--- src/rtl/mem_port_arbiter.sv ---
// rtl/mem_port_arbiter.sv - shares one memory port between instruction fetch and data load/store
//
// Ports:
//   clk, reset                      rising-edge clock, asynchronous active-low reset
//   if_req, if_addr                 fetch request (read only), held until if_ack
//   if_ack, if_rdata                one-cycle completion pulse, fetched word (held)
//   d_req, d_we, d_addr, d_wdata    data load/store request, held until d_ack
//   d_ack, d_rdata                  one-cycle completion pulse, load result (loads only)
//   mem_addr, mem_wdata, mem_we     registered memory request, write pulses one cycle
//   mem_rdata                       memory read data, valid MEM_LAT cycles after mem_addr
//   busy                            high whenever an access is in progress
module mem_port_arbiter #(
    parameter int ADDR_W  = 32,
    parameter int DATA_W  = 32,
    parameter int MEM_LAT = 1,
    parameter int CNT_W   = 4
) (
    input  logic              clk,
    input  logic              reset,
    input  logic              if_req,
    input  logic [ADDR_W-1:0] if_addr,
    output logic              if_ack,
    output logic [DATA_W-1:0] if_rdata,
    input  logic              d_req,
    input  logic              d_we,
    input  logic [ADDR_W-1:0] d_addr,
    input  logic [DATA_W-1:0] d_wdata,
    output logic              d_ack,
    output logic [DATA_W-1:0] d_rdata,
    output logic [ADDR_W-1:0] mem_addr,
    output logic [DATA_W-1:0] mem_wdata,
    output logic              mem_we,
    input  logic [DATA_W-1:0] mem_rdata,
    output logic              busy
);

    typedef enum logic [1:0] {
        IDLE   = 2'd0,
        ACCESS = 2'd1,
        DONE   = 2'd2
    } state_t;

    state_t           state;
    state_t           state_next;
    logic             owner_d;       // 1 = data port owns the current access
    logic             last_owner_d;  // owner of the most recent grant, for round robin
    logic             we_r;
    logic [CNT_W-1:0] cnt;
    logic             any_req;
    logic             grant_d;

    // On a tie the port that did not win last time gets the grant. last_owner
    // resets to fetch, so the first tie after reset goes to the data port.
    assign any_req = if_req | d_req;
    assign grant_d = d_req & (~if_req | ~last_owner_d);

    always_comb begin
        state_next = state;
        if_ack     = 1'b0;
        d_ack      = 1'b0;
        busy       = (state != IDLE);
        case (state)
            IDLE: begin
                if (any_req) begin
                    state_next = ACCESS;
                end
            end
            ACCESS: begin
                if (cnt == '0) begin
                    state_next = DONE;
                end
            end
            DONE: begin
                state_next = IDLE;
                if_ack     = ~owner_d;
                d_ack      = owner_d;
            end
            default: begin
                state_next = IDLE;
            end
        endcase
    end

    always_ff @(posedge clk or negedge reset) begin
        if (!reset) begin
            state        <= IDLE;
            owner_d      <= 1'b0;
            last_owner_d <= 1'b0;
            we_r         <= 1'b0;
            cnt          <= '0;
            mem_addr     <= '0;
            mem_wdata    <= '0;
            mem_we       <= 1'b0;
            if_rdata     <= '0;
            d_rdata      <= '0;
        end else begin
            state  <= state_next;
            // Write enable is a single pulse in the first ACCESS cycle only.
            mem_we <= 1'b0;
            case (state)
                IDLE: begin
                    if (any_req) begin
                        owner_d      <= grant_d;
                        last_owner_d <= grant_d;
                        we_r         <= grant_d & d_we;
                        mem_we       <= grant_d & d_we;
                        cnt          <= CNT_W'(MEM_LAT - 1);
                        mem_addr     <= grant_d ? d_addr : if_addr;
                        if (grant_d) begin
                            mem_wdata <= d_wdata;
                        end
                    end
                end
                ACCESS: begin
                    if (cnt == '0) begin
                        if (!owner_d) begin
                            if_rdata <= mem_rdata;
                        end else if (!we_r) begin
                            d_rdata <= mem_rdata;
                        end
                    end else begin
                        cnt <= cnt - CNT_W'(1);
                    end
                end
                default: begin
                end
            endcase
        end
    end

endmodule
--- config.mk ---
export PLATFORM = sky130hd
export DESIGN_NAME = mem_port_arbiter
export DESIGN_NICKNAME = d
export VERILOG_FILES = /design/src/rtl/mem_port_arbiter.sv
export SDC_FILE = /design/constraint.sdc
export NUM_CORES = 1
export LEC_CHECK = 0
export CORE_UTILIZATION = 29
export DETAILED_ROUTE_END_ITERATION = 8
export PLACE_DENSITY_LB_ADDON = 0.25
export REMOVE_ABC_BUFFERS = 1
export SETUP_SLACK_MARGIN = 0.05
export SLEW_MARGIN = 20
export SYNTH_ARGS = -nofsm -noshare
export SYNTH_HDL_FRONTEND = slang
export SYNTH_SLANG_ARGS = --single-unit
--- constraint.sdc ---
create_clock -name clk -period 2 [get_ports clk]
set_input_delay 0.4 -clock clk [delete_from_list [all_inputs] [get_ports clk]]
set_output_delay 0.4 -clock clk [all_outputs]
set_load 0.01 [all_outputs]
# Yosys cells after proc, flatten, opt, wreduce, memory -nomap -nowiden
# Index checks and enable logic that the tools add are counted.
# op_classes
reduce_logical	10
bitwise_logic	7
addsub	1
n_eq_ne	5
muxes	11
# op_table
operator	count
$mux W32	1
$reduce_and A3 Y1	3
$mux W4	2
$pmux W4 S2	1
$ne A2 B2 Y1 const B	3
$logic_not A4 Y1	1
$mux W1	4
$mux W2	2
$pmux W2 S2	1
$reduce_and A2 Y1	2
$reduce_and A4 Y1	1
$reduce_bool A2 Y1	2
$sub A4 B1 Y4 const B	1
$not A1 Y1	3
$and A1 B1 Y1	2
$eq A2 B1 Y1 const B	1
$eq A2 B2 Y1 const B	1
$logic_not A2 Y1	1
$or A1 B1 Y1	2
# word_totals
elab_cells	43
ff_bits	137
inputBits	133
out_inout_bits	132

# Logic depth before layout (Yosys ltp)
# Gate-level depths: netlist (run 1).
# logic_depth
word_depth	6
depth_mapped	7
mapped_depth_nobuf	5

# Worst setup path after synthesis (run 1)
# Ideal clock, no wire load.
# synth_timing
path_kind	flip-flop to flip-flop
from	register cnt[0]
to	register if_rdata[10]
setup_ns	0.125
synth_period_minus_slack_ns	2.048
n_path_buf	2
required_time_ns	1.875
path_stages_with_launch	8
arrival_time_ns	1.923
slack_ns	-0.048
cell_sequence	dfrtp_1 inv_1 ha_1 or3b_1 or3_1 buf_6 buf_12 mux2_4
# synth_between
elab_chain_len	2
# synth_lines
item	line	source
from (decl)	48	logic [CNT_W-1:0] cnt;
from (signal assigned)	107	cnt <= CNT_W'(MEM_LAT - 1);
from (signal assigned)	122	cnt <= cnt - CNT_W'(1);
$logic_not A4 Y1	115	if (cnt == '0) begin
$reduce_and A3 Y1 (no line)	n/a	
to (signal assigned)	117	if_rdata <= mem_rdata;
to (decl)	23	output logic [DATA_W-1:0] if_rdata,
# No other way between the ends.
# A chain may end at the register's enable or synchronous reset.

# Worst setup path in the final report (run 1)
# layout_timing
from	register cnt[0]
to	register if_rdata[29]
# Same word-level chain as after synthesis.

==> results of run 1 <==
-- through the flow --
step           hold slack [ps]  setup WS (ps)  utilization
6_report                   495          -57.2        0.496
5_1_grt                    514          -99.6        0.496
4_1_cts                    495          -32.3        0.495
3_5_place_dp               372           -114        0.460
3_3_place_gp               367           -103        0.460
2_1_floorplan              104           -686            -
-- how the worst max path moves through the flow --
stage	from	end	slack [ps]
after detailed placement	cnt[0]	if_rdata[24]	-110
after floorplan	cnt[0]	d_rdata[0]	-690
after CTS	cnt[0]	if_rdata[29]	-30
after global routing	cnt[0]	if_rdata[25]	-100
final	cnt[0]	if_rdata[29]	-60
after global placement	cnt[0]	if_rdata[24]	-100
-- layout by cell type (no fill, tap or decap), drive strengths merged, types with 2 or more instances in the layout --
master and count:
dlygate4sd2 3, clkbuf 19, clkinvlp 2, mux2i 32
clkdlybuf4s50 260, mux2 96, nor2 4, dfrtp 137
o21ai 68, a21oi 2, clkinv 6, buf 24
inv 8, or2 3, nor3b 2, nand4b 2
-- flip-flops by register name, indices dropped and copies added (netlist names) --
register / cells
cnt: 4
d_rdata: 32
if_rdata: 32
last_owner_d: 1
mem_addr: 32
mem_wdata: 32
mem_we: 1
state: 2
we_r: 1
-- cell usage after synthesis (all sizes together) --
library cell / count / area share
a21bo: 1 / 0.0018
a21oi: 2 / 0.0018
and3b: 1 / 0.0015
buf: 11 / 0.019
clkbuf: 14 / 0.0093
dfrtp: 137 / 0.61
ha: 1 / 0.0022
inv: 4 / 0.0027
mux2: 96 / 0.21
mux2i: 32 / 0.057
nand2: 1 / 0.00066
nand3: 1 / 0.00088
nand4b: 2 / 0.0031
nor2: 4 / 0.0027
nor2b: 1 / 0.0011
nor3b: 2 / 0.0027
o21ai: 68 / 0.060
o221ai: 1 / 0.0015
o22ai: 1 / 0.0011
o2bb2ai: 1 / 0.0015
o31ai: 1 / 0.0013
or2: 3 / 0.0033
or2b: 1 / 0.0015
or3: 1 / 0.0011
or3b: 1 / 0.0015
or4: 1 / 0.0015
or4b: 1 / 0.0018
-- per-layer routing --
layer  up-vias  share of wire
met2       175           0.49
met1      2051           0.42
met3         9          0.088
li1       1960              -
met5         -              0
met4         0         0.0083
-- kinds of logic after synthesis --
logic type	count (synthesis)	synth area share
buffers and inverters	29	0.0308
AND/OR/NAND/NOR	20	0.0235
flip-flops	137	0.606
multiplexers	128	0.268
AO/OA/AOI/OAI	75	0.0693
adder cells (fa/ha/maj)	1	0.00221
-- cell type report --
type,instances,area (um2)
fillers,1668,9530
flip-flops and latches,137,3430
repair buffers,288,2960
multi-input cells,224,2080
clock buffers,19,433
well taps,260,325
clock inverters,13,120
inverters,4,15.0
-- power by group through the flow --
stage	Clock, uW	Combinational, uW	Sequential [uW]
4_1_cts	3040	7260	4960
5_1_grt	3170	7730	5130
3_5_place_dp	0	7030	4980
6_report	2940	7200	4950
3_3_place_gp	0	6910	4920
2_1_floorplan	0	2500	5510
-- critical path, cell delays in order (launching register included) --
cell,delay [ps]
dfrtp_1,380
inv_2,80
ha_4,130
or3b_4,370
or3_4,390
buf_12,150
buf_12,140
mux2_4,300
-- timing repair --
item	CTS	global route
gates resized for setup	12	3
cloned	2	0
pin swaps	1	1
setup buffers	2	0
endpoints found under the hold margin	42	0
endpoints found under the setup margin	35	33
hold buffers	1	0
==> impl_metrics.toml, run 1 <==
[yosys]
syn_area_per_cell_um2 = 14.5
netlist_area_mm2 = 0.00565
synth_seq_cells = 137
synth_seq_area_share = 0.606
synthDistinctLibCells = 31
syn_inst = 390
yosysWarnings = 0

[route]
drc_errors = 0
wl_per_cell_um = 16.0
avgViaCountPerCell = 4.44
vias = 4195
wirelength_mm = 15.2
drt.antenna.violating_nets = 0
drt_iter0_markers = 122
first_pass_iters = 4

[cells_and_area]
num-nets-final = 806
area_growth_pct = 65.7
finish.instance_area_mm2 = 0.00937
antenna_cells = 0
stdcell_count = 945
drive_above_1_share = 0.239

[worst_setup_path]
critPathArrivalTime_ps = 2340
worst_setup_path_start_kind = "flip-flop"
criticalPathCategory = "reg -> reg"
critPathCaptureType = "flip-flop"
worstPathRequired_ps = 2280
r2r_end = "if_rdata[29]"
reg2reg_slack_ps = -60
crit_fanout = 8
worstReg2RegStart = "cnt[0]"
r2r_cells = 7

[clock_tree]
ctsLongestPathBuffers = 2
cts-root-buf = "clkbuf_16"
htreeDepth = 4
clk_latency_ps = 410
clkTransAtPathRegs_ps = 60
cts_tree = "yes"
numCtsBuffers = 17
clock_sinks = 137

[grt]
use_met2 = 0.269
grt_use_met1 = 0.181
grtUsageTotal = 0.158
overflow = 0
grt_util_met3 = 0.0591
first_global_vias = 4668
top_usage_layer = "met2"
antenna_found_initial = 0
grt_pass1_wl_mm = 24.5
grt_max_degree = 46

[power]
leakage_uw = 0.00406
combPwrFrac = 0.477
p_int_uw = 10400
peakVddDrop_uv = 609
p_clk_frac = 0.195
p_total_uw = 15100
seqPwrFrac = 0.328
p_switching_uw = 4700
sw_frac_of_total = 0.311
power_density_mw_per_mm2 = 1610

[timing]
setup_tns_ps = -785
fin_ws_ps = -57.2
worst_pin_slew_ps = 450
layout_min_cycle_time_ps = 2060
setup_viol = 16
finalCritPeriodShare = 1.03
finalHoldViolations = 0
relSlewSlack = 0.700
rsz0062_at_grt = "true"
skew_ps = 12.3
max_freq_mhz = 486
slew_violations = 0

[place]
io_buffers = 264
gp_congestion = 0.740
placed_area_mm2 = 0.00870
place_inst = 908
dp_hpwl_mm = 10.7

[outcome]
violations = "setup timing"
outcome = "finished with violations"

[floorplanning]
die_width_um = 142
coreArea_mm2 = 0.0189
start_util = 0.299
dieArea_mm2 = 0.0201
die_h_um = 142
fp-row-count = 50
boundaryPins = 265

[run]
cap_violations = 0

[worst_hold_path]
hold_class = "in -> async"
Power figures use the tool's default switching activity.
==> inputs of run 2 (changes only) <==
CORE_ASPECT_RATIO = 0.9   (was default)
CORE_MARGIN = 2   (was default)
==> impl_metrics.toml, run 2 (synthesis results as in run 1) <==
[power]
peakVddDrop_uv = 661
combPwrFrac = 0.469
p_switching_uw = 4770
seqPwrFrac = 0.320
p_int_uw = 10800
power_density_mw_per_mm2 = 1640
leakage_uw = 0.00411
p_clk_frac = 0.211
sw_frac_of_total = 0.306

[timing]
setup_viol = 32
rsz0062_at_grt = "true"
layout_min_cycle_time_ps = 2060
worst_pin_slew_ps = 354
relSlewSlack = 0.764
max_freq_mhz = 486
slew_violations = 0
finalCritPeriodShare = 1.03
skew_ps = 8.91
fin_ws_ps = -57.4
finalHoldViolations = 0
setup_tns_ps = -1360

[route]
vias = 4250
avgViaCountPerCell = 4.54
first_pass_iters = 4
wl_per_cell_um = 16.7
wirelength_mm = 15.7
drc_errors = 0
drt_iter0_markers = 121
drt.antenna.violating_nets = 0

[place]
io_buffers = 264
pre_cts_slack_ps = -206
gp_congestion = 0.736
dp_hpwl_mm = 10.9

[worst_setup_path]
cp_slowest_cell = "dfrtp_1"
r2r_cells = 7
cp.depth = 7
critPathArrivalTime_ps = 2350
crit_family = "simple AND/OR/NAND/NOR gates"
path_cells = "inv_2, ha_4, or3b_4, or3_4, buf_12, buf_12, mux2_4"
worstPathRequired_ps = 2290
cp_slowest_stage_delay_ps = 400
critPathCaptureType = "flip-flop"
criticalPathCategory = "reg -> reg"
crit_top_cell = "buf_12"
crit_fanout = 8
cp_num_buf_inv = 3
worst_setup_path_start_kind = "flip-flop"

[floorplanning]
die_h_um = 136
boundaryPins = 265
fp-row-count = 48
dieArea_mm2 = 0.0206
coreArea_mm2 = 0.0192
start_util = 0.295
die_width_um = 151

[outcome]
outcome = "finished with violations"
violations = "setup timing"

[worst_hold_path]
hold_class = "in -> async"

[cells_and_area]
drive_above_1_share = 0.243
layout_commonest_cell = "clkdlybuf4s50_1"
fillers = 1658
area_growth_pct = 67.6
num-nets-final = 809
multi_input_area_mm2 = 0.00208
ff_latch_area_mm2 = 0.00343
layout_common_cells = "260 x clkdlybuf4s50_1, 136 x dfrtp_1, 68 x o21ai_0"
final_core_util = 0.494
antenna_cells = 0

[clock_tree]
ctsLongestPathBuffers = 2
cts-root-buf = "clkbuf_16"
htreeDepth = 4
clock_sinks = 137
cts_tree = "yes"
clk_latency_ps = 410
numCtsBuffers = 17
clkTransAtPathRegs_ps = 60

[grt]
overflow = 0
antenna_found_initial = 0
grtUsageTotal = 0.156
grt_max_degree = 64
first_global_vias = 4642
grt_pass1_wl_mm = 24.8

[run]
cap_violations = 0
[run 2: cell types whose count changed in the layout (fill, tap and decap cells not counted)]
cell and change:
clkinv_4 -1, clkbuf_1 -1, inv_6 +1, buf_12 +4, buf_16 -1, clkinv_2 -4
bufinv_16 +2, clkbuf_8 +2
[run 2: area by class of cell]
class                      instances  share of cell area
clock buffer                      20              0.0482
clock inverter                    11              0.0169
inverter                           4             0.00159
multi-input combinational        224               0.220
sequential                       137               0.362
tap                              250              0.0330
timing repair buffer             291               0.318
[run 2: worst paths after layout]
kind                        start            to  slack, ps
setup / recovery           cnt[1]   if_rdata[6]        -60
setup reg to reg           cnt[1]   if_rdata[6]        -60
hold / removal              reset  if_rdata[13]        390
hold reg to reg              we_r          we_r        490
min in group clk             we_r          we_r        490
max in group asynchronous   reset          we_r       1020
[run 2: worst register-to-register path, stage by stage (launching register included)]
cell     delay [ps]
dfrtp_1         400
inv_2            80
ha_4            130
or3b_4          380
or3_4           370
buf_12          150
buf_12          140
mux2_4          300
[run 2: per-layer routing]
metal / vias to the layer above / routed length [um] / global-route usage
li1: 1964 / - / -
met1: 2087 / 6400 / 0.188
met2: 185 / 7800 / 0.262
met3: 14 / 1290 / 0.0597
met4: 0 / 193 / 0.0410
met5: - / 0 / 0
[run 2: through the flow]
step / total power, uW / cells / cell area [um2] / hold WS [ps]
2_1_floorplan: 8010 / 365 / 5490 / 104
4_1_cts: 15800 / 936 / 9480 / 361
6_report: 15600 / 937 / 9470 / 390
3_5_place_dp: 12000 / 896 / 8680 / 241
5_1_grt: 16500 / 937 / 9470 / 381
3_3_place_gp: 11800 / 896 / 8680 / 242
[run 2: power by group through the flow]
stage          Sequential (uW)  Clock, uW  Combinational, uW
2_1_floorplan             5510          0               2500
3_5_place_dp              5000          0               7000
3_3_place_gp              4940          0               6880
5_1_grt                   5170       3540               7820
6_report                  4980       3290               7290
4_1_cts                   4990       3390               7400
[run 2: what timing repair did]
item / 4_1_cts / 5_1_grt
hold buffers: 1 / 0
resized for setup: 16 / 3
pin swaps: 3 / 0
setup endpoints to repair: 36 / 32
setup buffers: 5 / 3
cloned: 3 / 0
endpoints found under the hold margin: 14 / 0
==> inputs of run 3 (changes only) <==
CORE_MARGIN = default   (was 2)
==> impl_metrics.toml, run 3 (synthesis results as in run 1) <==
[grt]
grt_max_degree = 43
top_usage_layer = "met2"
antenna_found_initial = 0
grt_pass1_wl_mm = 24.3
first_global_vias = 4553
grtUsageTotal = 0.159
grt_use_met1 = 0.185
use_met2 = 0.269
grt_util_met3 = 0.0709
overflow = 0

[cells_and_area]
fillers = 1663
final_core_util = 0.493
area_growth_pct = 67.1
drive_above_1_share = 0.246
antenna_cells = 0
num-nets-final = 812
layout_common_cells = "260 x clkdlybuf4s50_1, 136 x dfrtp_1, 68 x o21ai_0"
stdcell_count = 940
layout_commonest_cell = "clkdlybuf4s50_1"

[timing]
rsz0062_at_grt = "true"
worst_pin_slew_ps = 432
fin_ws_ps = -51.3
finalHoldViolations = 0
setup_viol = 23
relSlewSlack = 0.712
finalCritPeriodShare = 1.03
slew_violations = 0
max_freq_mhz = 487
layout_min_cycle_time_ps = 2050
skew_ps = 9.52

[clock_tree]
cts-root-buf = "clkbuf_16"
ctsLongestPathBuffers = 2
htreeDepth = 4
clk_latency_ps = 410
cts_tree = "yes"
clock_sinks = 137
numCtsBuffers = 17
clkTransAtPathRegs_ps = 60

[route]
avgViaCountPerCell = 4.55
wl_per_cell_um = 16.6
vias = 4275
drc_errors = 0
wirelength_mm = 15.6
first_pass_iters = 4
drt.antenna.violating_nets = 0
drt_iter0_markers = 140

[worst_setup_path]
cp_slowest_stage_delay_ps = 380
cp_slowest_cell = "dfrtp_1"
worst_setup_path_start_kind = "flip-flop"
crit_fanout = 7
crit_top_cell = "buf_12"
reg2reg_slack_ps = -50
path_cells = "inv_2, ha_4, or3b_4, or3_4, buf_12, buf_12, mux2_4"
r2r_end = "if_rdata[20]"
worstPathRequired_ps = 2290
critPathCaptureType = "flip-flop"
criticalPathCategory = "reg -> reg"
critPathArrivalTime_ps = 2340
r2r_cells = 7
worstReg2RegStart = "cnt[0]"

[floorplanning]
coreArea_mm2 = 0.0192
die_h_um = 134
start_util = 0.295
boundaryPins = 265
dieArea_mm2 = 0.0201
fp-row-count = 48
die_width_um = 149

[place]
io_buffers = 264
place_inst = 901
gp_congestion = 0.779
dp_hpwl_mm = 11.2

[power]
leakage_uw = 0.00410
peakVddDrop_uv = 701
power_density_mw_per_mm2 = 1630

[run]
cap_violations = 0

[outcome]
violations = "setup timing"
outcome = "finished with violations"

[worst_hold_path]
hold_class = "in -> async"
-- run 3: cell types whose count changed in the layout (fill, tap and decap cells not counted), moves of 2 or more --
cell	delta
clkinvlp_4	+2
buf_4	+4
buf_12	-4
clkinv_4	+3
inv_6	-3
-- run 3: worst max-delay path by stage --
stage / end / from / cells past startpoint / slack (ps)
floorplan: d_rdata[0] / cnt[0] / 5 / -690
global placement: if_rdata[8] / cnt[0] / 6 / -110
detailed placement: if_rdata[16] / cnt[0] / 6 / -160
CTS: if_rdata[16] / cnt[0] / 7 / -60
global route: if_rdata[20] / cnt[0] / 7 / -100
finish: if_rdata[20] / cnt[0] / 7 / -50
-- run 3: worst max-delay path, delay by kind of cell (launching register included) --
kind	cells	cell delay, ps
and+or+nand+nor	2	750
DFF	1	380
buffers and inverters	3	370
muxes	1	290
adders and majority gates	1	130
-- run 3: stage by stage --
step           total power (uW)  hold slack, ps  area [um2]  TNS (ps)  worst slack [ps]
2_1_floorplan              8010             104        5490    -53380              -686
6_report                  15400             478        9450      -892             -51.3
5_1_grt                   16300             497        9450     -2050              -101
3_3_place_gp              11900             357        8690     -3270              -114
3_5_place_dp              12000             361        8690     -5630              -161
4_1_cts                   15600             476        9460     -1380             -58.9
-- run 3: final cells by class --
class	count	area (um2)	share of cell area
flip-flops and latches	137	3430	0.363
well taps	250	313	0.0331
clock inverters	12	145	0.0154
multi-input cells	224	2080	0.220
repair buffers	294	3020	0.320
clock buffers	19	443	0.0469
inverters	4	15.0	0.00159
-- run 3: metal layers --
layer	wire length [um]	vias up	share of wire
met5	0	-	0
met4	135	0	0.0087
met3	1370	10	0.088
met2	7680	179	0.49
met1	6380	2116	0.41
li1	-	1970	-
-- run 3: report_power, final --
group,internal [uW],switching (uW)
combinational,4560,2740
sequential,4190,784
clock,1880,1230
total,10600,4750
-- run 3: timing repair --
item,4_1_cts,5_1_grt
gates resized for setup,17,2
endpoints found under the setup margin,35,34
cloned,3,0
pin swaps,1,0
hold endpoints to repair,39,0
hold buffers,1,0
buffers inserted,4,1
